--- src/rtl/pc_redirect_ctrl.sv ---
// pc_redirect_ctrl
//   Owns the fetch PC and sequences control-flow redirects resolved in EX.
//   A taken, word-aligned target is loaded into the PC. A misaligned target
//   sends fetch to TRAP_VEC and sets a sticky error flag. In both cases the
//   IF/ID and ID/EX squash signals stay high for FLUSH_CYCLES cycles. While
//   that window is open, further redirects are ignored. A redirect wins over
//   a load-use stall on the same cycle. Two saturating counters track
//   accepted redirects and flush cycles.
//
// Ports
//   clk          rising-edge clock
//   reset        asynchronous, active-high reset
//   stall        hazard-unit stall: hold the PC
//   ex_valid     EX holds a real (non-bubble) instruction
//   br_taken     branch unit says the control transfer is taken
//   br_target    branch unit target address (32 bits; low PC_W bits used)
//   pc           registered fetch PC
//   flush_if_id  registered squash for the IF/ID register
//   flush_id_ex  registered squash for the ID/EX register
//   in_flush     high while in the FLUSH or TRAP state
//   misalign_err sticky: a taken target had nonzero low two bits
//   taken_cnt    accepted (aligned) redirects, saturating
//   flush_cnt    cycles with the flushes asserted, saturating
module pc_redirect_ctrl #(
  parameter int              PC_W         = 9,
  parameter int              FLUSH_CYCLES = 2,
  parameter logic [PC_W-1:0] TRAP_VEC     = '0,
  parameter int              CNT_W        = 16
) (
  input  logic             clk,
  input  logic             reset,
  input  logic             stall,
  input  logic             ex_valid,
  input  logic             br_taken,
  input  logic [31:0]      br_target,
  output logic [PC_W-1:0]  pc,
  output logic             flush_if_id,
  output logic             flush_id_ex,
  output logic             in_flush,
  output logic             misalign_err,
  output logic [CNT_W-1:0] taken_cnt,
  output logic [CNT_W-1:0] flush_cnt
);

  typedef enum logic [1:0] {
    ST_RUN   = 2'd0,
    ST_FLUSH = 2'd1,
    ST_TRAP  = 2'd2
  } state_t;

  // The window counter is loaded with FLUSH_CYCLES-1. The window closes on
  // the edge where the counter is already zero, so the flushes stay high for
  // exactly FLUSH_CYCLES cycles.
  localparam logic [2:0]      FCNT_INIT = 3'(FLUSH_CYCLES - 1);
  localparam logic [PC_W-1:0] PC_STEP   = PC_W'(4);

  function automatic logic [CNT_W-1:0] sat_inc(input logic [CNT_W-1:0] v);
    return (&v) ? v : v + CNT_W'(1);
  endfunction

  state_t           r_state;
  logic [2:0]       r_fcnt;
  logic [PC_W-1:0]  r_pc;
  logic             r_flush;
  logic             r_misalign;
  logic [CNT_W-1:0] r_taken_cnt;
  logic [CNT_W-1:0] r_flush_cnt;

  state_t           w_state_nxt;
  logic [2:0]       w_fcnt_nxt;
  logic [PC_W-1:0]  w_pc_nxt;
  logic             w_flush_nxt;
  logic             w_misalign_nxt;
  logic [CNT_W-1:0] w_taken_cnt_nxt;
  logic [CNT_W-1:0] w_flush_cnt_nxt;

  logic             w_redirect;
  logic             w_aligned;
  logic [PC_W-1:0]  w_pc_seq;

  // Target bits above the PC width are dropped on purpose.
  logic w_unused;
  assign w_unused = &{1'b0, br_target[31:PC_W]};

  assign w_redirect = ex_valid & br_taken;
  assign w_aligned  = (br_target[1:0] == 2'b00);
  assign w_pc_seq   = stall ? r_pc : r_pc + PC_STEP;

  // State register and datapath registers.
  always_ff @(posedge clk or posedge reset) begin
    if (reset) begin
      r_state     <= ST_RUN;
      r_fcnt      <= '0;
      r_pc        <= '0;
      r_flush     <= 1'b0;
      r_misalign  <= 1'b0;
      r_taken_cnt <= '0;
      r_flush_cnt <= '0;
    end else begin
      r_state     <= w_state_nxt;
      r_fcnt      <= w_fcnt_nxt;
      r_pc        <= w_pc_nxt;
      r_flush     <= w_flush_nxt;
      r_misalign  <= w_misalign_nxt;
      r_taken_cnt <= w_taken_cnt_nxt;
      r_flush_cnt <= w_flush_cnt_nxt;
    end
  end

  // Next-state and next-value logic.
  always_comb begin
    w_state_nxt     = r_state;
    w_fcnt_nxt      = r_fcnt;
    w_pc_nxt        = w_pc_seq;
    w_flush_nxt     = r_flush;
    w_misalign_nxt  = r_misalign;
    w_taken_cnt_nxt = r_taken_cnt;
    w_flush_cnt_nxt = r_flush ? sat_inc(r_flush_cnt) : r_flush_cnt;

    unique case (r_state)
      ST_RUN: begin
        w_flush_nxt = 1'b0;
        if (w_redirect) begin
          // A redirect also overrides a stall: the stalled work is wrong-path.
          w_fcnt_nxt  = FCNT_INIT;
          w_flush_nxt = 1'b1;
          if (w_aligned) begin
            w_pc_nxt        = br_target[PC_W-1:0];
            w_state_nxt     = ST_FLUSH;
            w_taken_cnt_nxt = sat_inc(r_taken_cnt);
          end else begin
            w_pc_nxt       = TRAP_VEC;
            w_state_nxt    = ST_TRAP;
            w_misalign_nxt = 1'b1;
          end
        end
      end
      ST_FLUSH, ST_TRAP: begin
        if (r_fcnt == 3'd0) begin
          w_state_nxt = ST_RUN;
          w_flush_nxt = 1'b0;
        end else begin
          w_fcnt_nxt = r_fcnt - 3'd1;
        end
      end
      default: begin
        w_state_nxt = ST_RUN;
        w_flush_nxt = 1'b0;
      end
    endcase
  end

  assign pc           = r_pc;
  assign flush_if_id  = r_flush;
  assign flush_id_ex  = r_flush;
  assign in_flush     = (r_state != ST_RUN);
  assign misalign_err = r_misalign;
  assign taken_cnt    = r_taken_cnt;
  assign flush_cnt    = r_flush_cnt;

endmodule

--- config.mk ---
export PLATFORM = sky130hd
export DESIGN_NAME = pc_redirect_ctrl
export DESIGN_NICKNAME = d
export VERILOG_FILES = /design/src/rtl/pc_redirect_ctrl.sv
export SDC_FILE = /design/constraint.sdc
export NUM_CORES = 1
export LEC_CHECK = 0
export ABC_CLOCK_PERIOD_IN_PS = 2300
export CAP_MARGIN = 20
export CORE_MARGIN = 10
export CORE_UTILIZATION = 47
export CTS_BUF_LIST = sky130_fd_sc_hd__clkbuf_8
export CTS_CLUSTER_DIAMETER = 150
export DETAILED_ROUTE_END_ITERATION = 12
export PLACE_DENSITY = 0.91
export SETUP_SLACK_MARGIN = 0.4
export SLEW_MARGIN = 20
export SYNTH_ARGS = -nofsm -noshare
export SYNTH_HDL_FRONTEND = slang
export SYNTH_SLANG_ARGS = --single-unit
--- constraint.sdc ---
create_clock -name clk -period 2.3 [get_ports clk]
set_input_delay 0.46 -clock clk [delete_from_list [all_inputs] [get_ports clk]]
set_output_delay 0.46 -clock clk [all_outputs]
set_load 0.01 [all_outputs]
==> run summary, run 1 <==
Worst path arrival time = 2.04 ns
First-pass GRT wire length = 9563 µm
Met2 usage = 22.47%
IO buf count = 58
Distinct cells, synth = 49
GRT met1 Usage = 15.96%
Final Non-Filler Cells = 371
Initial antenna violation count = 0
Post-synth top cells = 48 x dfrtp_1, 29 x nand2_1, 24 x xor2_1, 11 x o21ai_0
FF+latch count, synth = 48
Cell Pwr Density = 793.3 nW/µm²
Seq/Total Area, Yosys = 48.51%
RSZ-0062 raised after global routing = true
Min Tclk post-route = 1.861 ns
Via count = 1951
CP max FO = 6
Via/cell ratio = 5.259
Die Height = 92.59 µm
Top-count cell post-synth = dfrtp_1
Clk pin slew, worst setup/hold paths = 0.08 ns
Core footprint = 5107 µm²
Fin. Hold Viols = 0
Overflow after GRT = 0
Setup CP Type = reg -> reg
Post-Route Skew = 0.007010 ns
Root Driver = clkbuf_8
CTS sink count = 48
Cell taking the most area after synthesis = dfrtp_1
Met3 global-route usage = 5.408%
RD Place Congestion = 0.7961
Nets = 343
Io pins = 82
GRT busiest layer = met2
Synth Cell Area = 2476 µm²
Antenna diodes = 0
Total negative slack = 0 ns
Leak = 1.503 nW
Status = complete, no violations
Clock Tree Buf Depth = 2
Final antenna-violating net count = 0
1st-pass router iterations = 4
Post-route setup slack = 0.4390 ns
Peak supply drop = 388.2 µV
Crit. End Element = flip-flop
Synthesized instance count = 229
Detailed Place HPWL = 4345 µm
Critical Path RT = 2.48 ns
Synth Warn # = 0
Maximum Capacitance Violations = 0
GRT Total Usage = 13.54%
Post-synth top flop = dfrtp_1
Die ar. = 8572 µm²
Final Max Slew Viols = 0
Worst-Margin Slew = 0.5370 ns
Placed cells = 358
Post-synth net total = 272
Post-synth EDFFs = 0
Total CTS buffers = 5
WL per Instance = 15.65 µm
Layout cell share with drive strength beyond 1 = 12.96%
Row count = 26
Setup WS pre-CTS = 0.2002 ns
Clk_lat worst skew = 0.29 ns
Hold crit path type = reg -> reg
CTS tree = done
Area Growth Syn to Fin = 33.30%
Total routed wirelength = 5807 µm
Largest cells by area after synthesis = dfrtp_1 49%, xor2_1 8.5%, nand2_1 4.4%, ha_1 3.0%, nand4_1 2.5%
# DRC = 0
Top cell type's share of synthesized area = 48.51%
Initial Util = 48.48%
Crit start category = flip-flop
Vias in the first global route = 1975
# hold bufs at CTS = 0
Period utilisation layout = 80.92%
Violation count after the first detailed-route iteration = 92
H-tree levels = 2
Slew Limit Headroom = 63.92%
Setup violators final = 0
Asr flop ratio synth = 100.0%
Largest net degree at the start of global routing = 30
Die Wd = 92.59 µm
Filler cell count = 423
Syn Area/Cell = 10.81 µm²
F_max = 537.3 MHz
## final cells by class
class	count	area [µm²]	area share [%]
clock inverter	2	7.507	0.2274
clock buffer	6	82.58	2.502
inverter	8	30.03	0.9098
tap	70	87.58	2.654
timing repair buffer	67	659.4	19.98
multi-input combinational	170	1229	37.23
sequential	48	1205	36.51
## worst max-delay path, stage by stage, from the launching register on
cell and delay, ns:
dfrtp_1 0.43, ha_1 0.24, nand3_2 0.18, nor4_4 0.47, nor2_2 0.10, mux2_1 0.32
## path summary, 6_finish.rpt
path                                          start                        to  slack (ns)  cells after the start
max in group asynchronous                     reset  taken_cnt[4]$_DFFE_PP0P_        1.26                      3
max reg2reg                taken_cnt[0]$_DFFE_PP0P_  taken_cnt[1]$_DFFE_PP0P_        0.44                      5
min reg2reg                misalign_err$_DFFE_PP0P_  misalign_err$_DFFE_PP0P_        0.47                      1
min in group asynchronous                     reset  taken_cnt[8]$_DFFE_PP0P_        0.50                      2
min                        misalign_err$_DFFE_PP0P_  misalign_err$_DFFE_PP0P_        0.47                      1
max                        taken_cnt[0]$_DFFE_PP0P_  taken_cnt[1]$_DFFE_PP0P_        0.44                      5
## report_power, final
group          switching, mW  leakage (nW)  internal [mW]
Combinational          0.425         0.820          0.491
Clock                  0.267        0.0538          0.237
Sequential             0.200         0.628           1.00
Total                  0.891          1.50           1.73
## cells by family (layout without fill, tap and decap cells)
family	after synthesis	count (layout)	synth area share [%]
and+or+nand+nor	101	101	25.92
adders and majority gates	6	6	3.032
muxes	6	6	2.829
xor gates and xnor gates	29	29	10.26
AOI/OAI and AO/OA	28	28	7.175
DFF	48	48	48.51
buffers and inverters	11	83	2.274
## state kept, by name, summed over array words and instances (netlist names)
register	cells
misalign_err	1
flush_cnt	16
r_fcnt	3
flush_id_ex	1
pc	9
r_state	2
taken_cnt	16
## cell usage in the layout (no fill, tap or decap), drive strengths merged, types with 4 or more instances in the layout
master,instances
a22o,4
a31oi,4
and3,4
buf,9
clkbuf,6
clkdlybuf4s50,57
dfrtp,48
ha,6
inv,10
mux2,5
nand2,30
nand3,6
nand4,12
nor2,12
nor3,11
nor4,7
o21ai,11
xnor2,5
xor2,24
## metrics by stage
step / instance area, µm² / power (mW) / hold slack [ns] / utilization [%]
5_1_grt: 3301 / 2.803 / 0.4875 / 64.63
2_1_floorplan: 2476 / 1.683 / 0.4658 / -
4_1_cts: 3249 / 2.635 / 0.4782 / 63.62
3_3_place_gp: 3161 / 2.093 / 0.4598 / 61.88
6_report: 3301 / 2.618 / 0.4735 / 64.63
3_5_place_dp: 3161 / 2.136 / 0.4586 / 61.88
## layer usage
metal	up-vias	part of all wire, %
li1	964	-
met3	5	8.1
met1	924	43
met5	-	0
met4	0	0.93
met2	58	48
## timing repair
item,4_1_cts,5_1_grt
pin swaps,1,2
gates cloned,0,0
resized for setup,1,5
setup buffers,0,5
setup endpoints to repair,2,8
(Power assumes the default switching activity.)
==> inputs of run 2 (changes only) <==
- ABC_CLOCK_PERIOD_IN_PS: 2300 -> 1530
- CORE_UTILIZATION: 47 -> 43
- PLACE_DENSITY: 0.91 -> 0.88
- clock period: 2.3 -> 1.53 ns (I/O delays scaled with it)
==> run 2 against run 1 <==
The run now ends with negative setup slack left. Core utilization up 23 points. Clock skew up 0.0064 ns. Global-route usage up 5.3 points. Non-clock buffer count up 119. Worst setup slack worse by 0.59 ns. Hold slack worse by 0.090 ns. Highest routed layer unchanged. Sequential cell count unchanged. Die area up 7.3%. Largest cell class is now buffers. Wire length up 82%. Power up 130%. Via count up 40%. Register-to-register slack worse by 0.59 ns.
==> run summary, run 2 (synthesis gave the netlist of run 1 again) <==
Status = complete, but fails checks
Violated checks = negative setup slack
Hold crit path type = in -> async
GRT Total Usage = 18.88%
Seq. cell area = 1225 µm²
Hold_ws = 0.3837 ns
Area Growth Syn to Fin = 96.77%
Via/cell ratio = 5.533
RSZ-0062 raised after global routing = true
Placed cells = 402
Most frequent cells in the layout = 81 x buf_6, 79 x buf_4, 29 x dfrtp_1
Peak supply drop = 1364 µV
Critical path's slowest cell = dfrtp_1
Violation count after the first detailed-route iteration = 131
Total CTS buffers = 5
Crit. End Element = flip-flop
Worst-Margin Slew = 0.3555 ns
GRT met1 Usage = 21.29%
Cell Pwr Density = 1242 nW/µm²
Detailed Place HPWL = 5152 µm
Largest net degree at the start of global routing = 24
# DRC = 0
Crit start category = flip-flop
Multi-input logic area = 1684 µm²
IO buf count = 58
CTS tree = done
F_max = 594.8 MHz
Final Max Slew Viols = 0
Final Non-Filler Cells = 492
Worst path arrival time = 1.91 ns
CP bufs+invs = 2
Levels on crit path = 7
Die Wd = 95.89 µm
Total routed wirelength = 10540 µm
Clock Tree Buf Depth = 2
Overflow after GRT = 0
Critical Path RT = 1.75 ns
Commonest non-fill, non-tap cell in the layout = buf_6
Io pins = 82
Tot Pwr = 6.052 mW
Setup WS pre-CTS = -0.5386 ns
CP max FO = 5
Cell chain of the critical path = inv_2 -> ha_4 -> and3_4 -> nand4_1 -> buf_6 -> nor4b_4 -> xor2_1
Worst-case reg-to-reg path depth = 7
Worst R2R Setup Slack = -0.15 ns
GRT busiest layer = met2
Filler cell count = 254
Leak = 2.313 nW
Initial Util = 44.69%
1st-pass router iterations = 4
Clk pin slew, worst setup/hold paths = 0.10 ns
Die Height = 95.89 µm
Period utilisation layout = 109.9%
Post-Route Skew = 0.01343 ns
CTS sink count = 48
Setup violators final = 24
RD Place Congestion = 0.8041
Placed Area = 3709 µm²
Slew Limit Headroom = 76.25%
Final core utilization = 87.94%
Vias in the first global route = 2663
Core footprint = 5540 µm²
End of the critical path = taken_cnt[13]$_DFFE_PP0P_
WL per Instance = 21.42 µm
Total negative slack = -1.519 ns
CP delay by family, top = simple AND/OR/NAND/NOR gates
Worst setup path startpoint = r_state[1]$_DFFE_PP0P_
R2R Path Start = r_state[1]$_DFFE_PP0P_
Final antenna-violating net count = 0
Setup CP Type = reg -> reg
H-tree levels = 2
Antenna diodes = 0
Post-route setup slack = -0.1512 ns
Final Cell Area = 4872 µm²
Fin. Hold Viols = 0
Initial antenna violation count = 0
Clk_lat worst skew = 0.31 ns
Root Driver = clkbuf_8
Row count = 27
Terminus of the critical flop-to-flop path = taken_cnt[13]$_DFFE_PP0P_
Die ar. = 9194 µm²
First-pass GRT wire length = 13710 µm
Via count = 2722
CP peak stage delay = 0.41 ns
Met3 global-route usage = 4.436%
Min Tclk post-route = 1.681 ns
Maximum Capacitance Violations = 0
Met2 usage = 35.10%
Nets = 462
Layout cell share with drive strength beyond 1 = 65.95%
run 2: cell count changes in the layout (fill, tap and decap cells not counted), moves of 9 or more:
| cell | before | now |
|---|---|---|
| buf_6 | 0 | 81 |
| dfrtp_1 | 45 | 29 |
| clkdlybuf4s50_1 | 57 | 13 |
| buf_2 | 0 | 10 |
| nor3_1 | 10 | 1 |
| dfrtp_2 | 3 | 19 |
| buf_4 | 8 | 79 |
| o21ai_0 | 11 | 0 |
run 2: layout make-up:
type                    instances  share of cell area, %
well taps                      72                  1.849
flip-flops and latches         48                  25.14
clock inverters                 2                 0.2311
clock buffers                   6                  1.695
repair buffers                186                  35.82
inverters                       8                 0.6934
multi-input cells             170                  34.57
run 2: layer usage:
| metal | vias up | share of wire (%) |
|---|---|---|
| met3 | 37 | 5.1 |
| met1 | 1384 | 36 |
| li1 | 1198 | - |
| met4 | 0 | 4.7 |
| met5 | - | 0 |
| met2 | 103 | 54 |
run 2: worst register-to-register path, stage by stage (launching register included):
cell,delay [ns]
dfrtp_1,0.41
inv_2,0.08
ha_4,0.14
and3_4,0.22
nand4_1,0.18
buf_6,0.18
nor4b_4,0.23
xor2_1,0.18
run 2: power breakdown:
part,switching [mW],internal (mW),leakage (nW)
Clock,0.458,0.362,0.0486
Combinational,1.50,1.94,1.66
Sequential,0.266,1.53,0.606
Total,2.22,3.83,2.31
run 2: worst min path at each step:
stage	start	depth (start not counted)	end	slack [ns]
2_1_floorplan	reset	1	flush_cnt[13]$_DFFE_PP0P_	0.34
3_3_place_gp	misalign_err$_DFFE_PP0P_	1	misalign_err$_DFFE_PP0P_	0.45
3_5_place_dp	misalign_err$_DFFE_PP0P_	1	misalign_err$_DFFE_PP0P_	0.47
4_1_cts	reset	2	flush_cnt[15]$_DFFE_PP0P_	0.33
5_1_grt	reset	2	flush_cnt[7]$_DFFE_PP0P_	0.38
6_report	reset	2	flush_cnt[15]$_DFFE_PP0P_	0.38
run 2: what timing repair did:
| action | 4_1_cts | 5_1_grt |
|---|---|---|
| setup endpoints to repair | 93 | 93 |
| resized for setup | 270 | 63 |
| cloned | 0 | 0 |
| hold buffers | 0 | 0 |
| pin swaps | 24 | 27 |
| setup buffers | 55 | 27 |
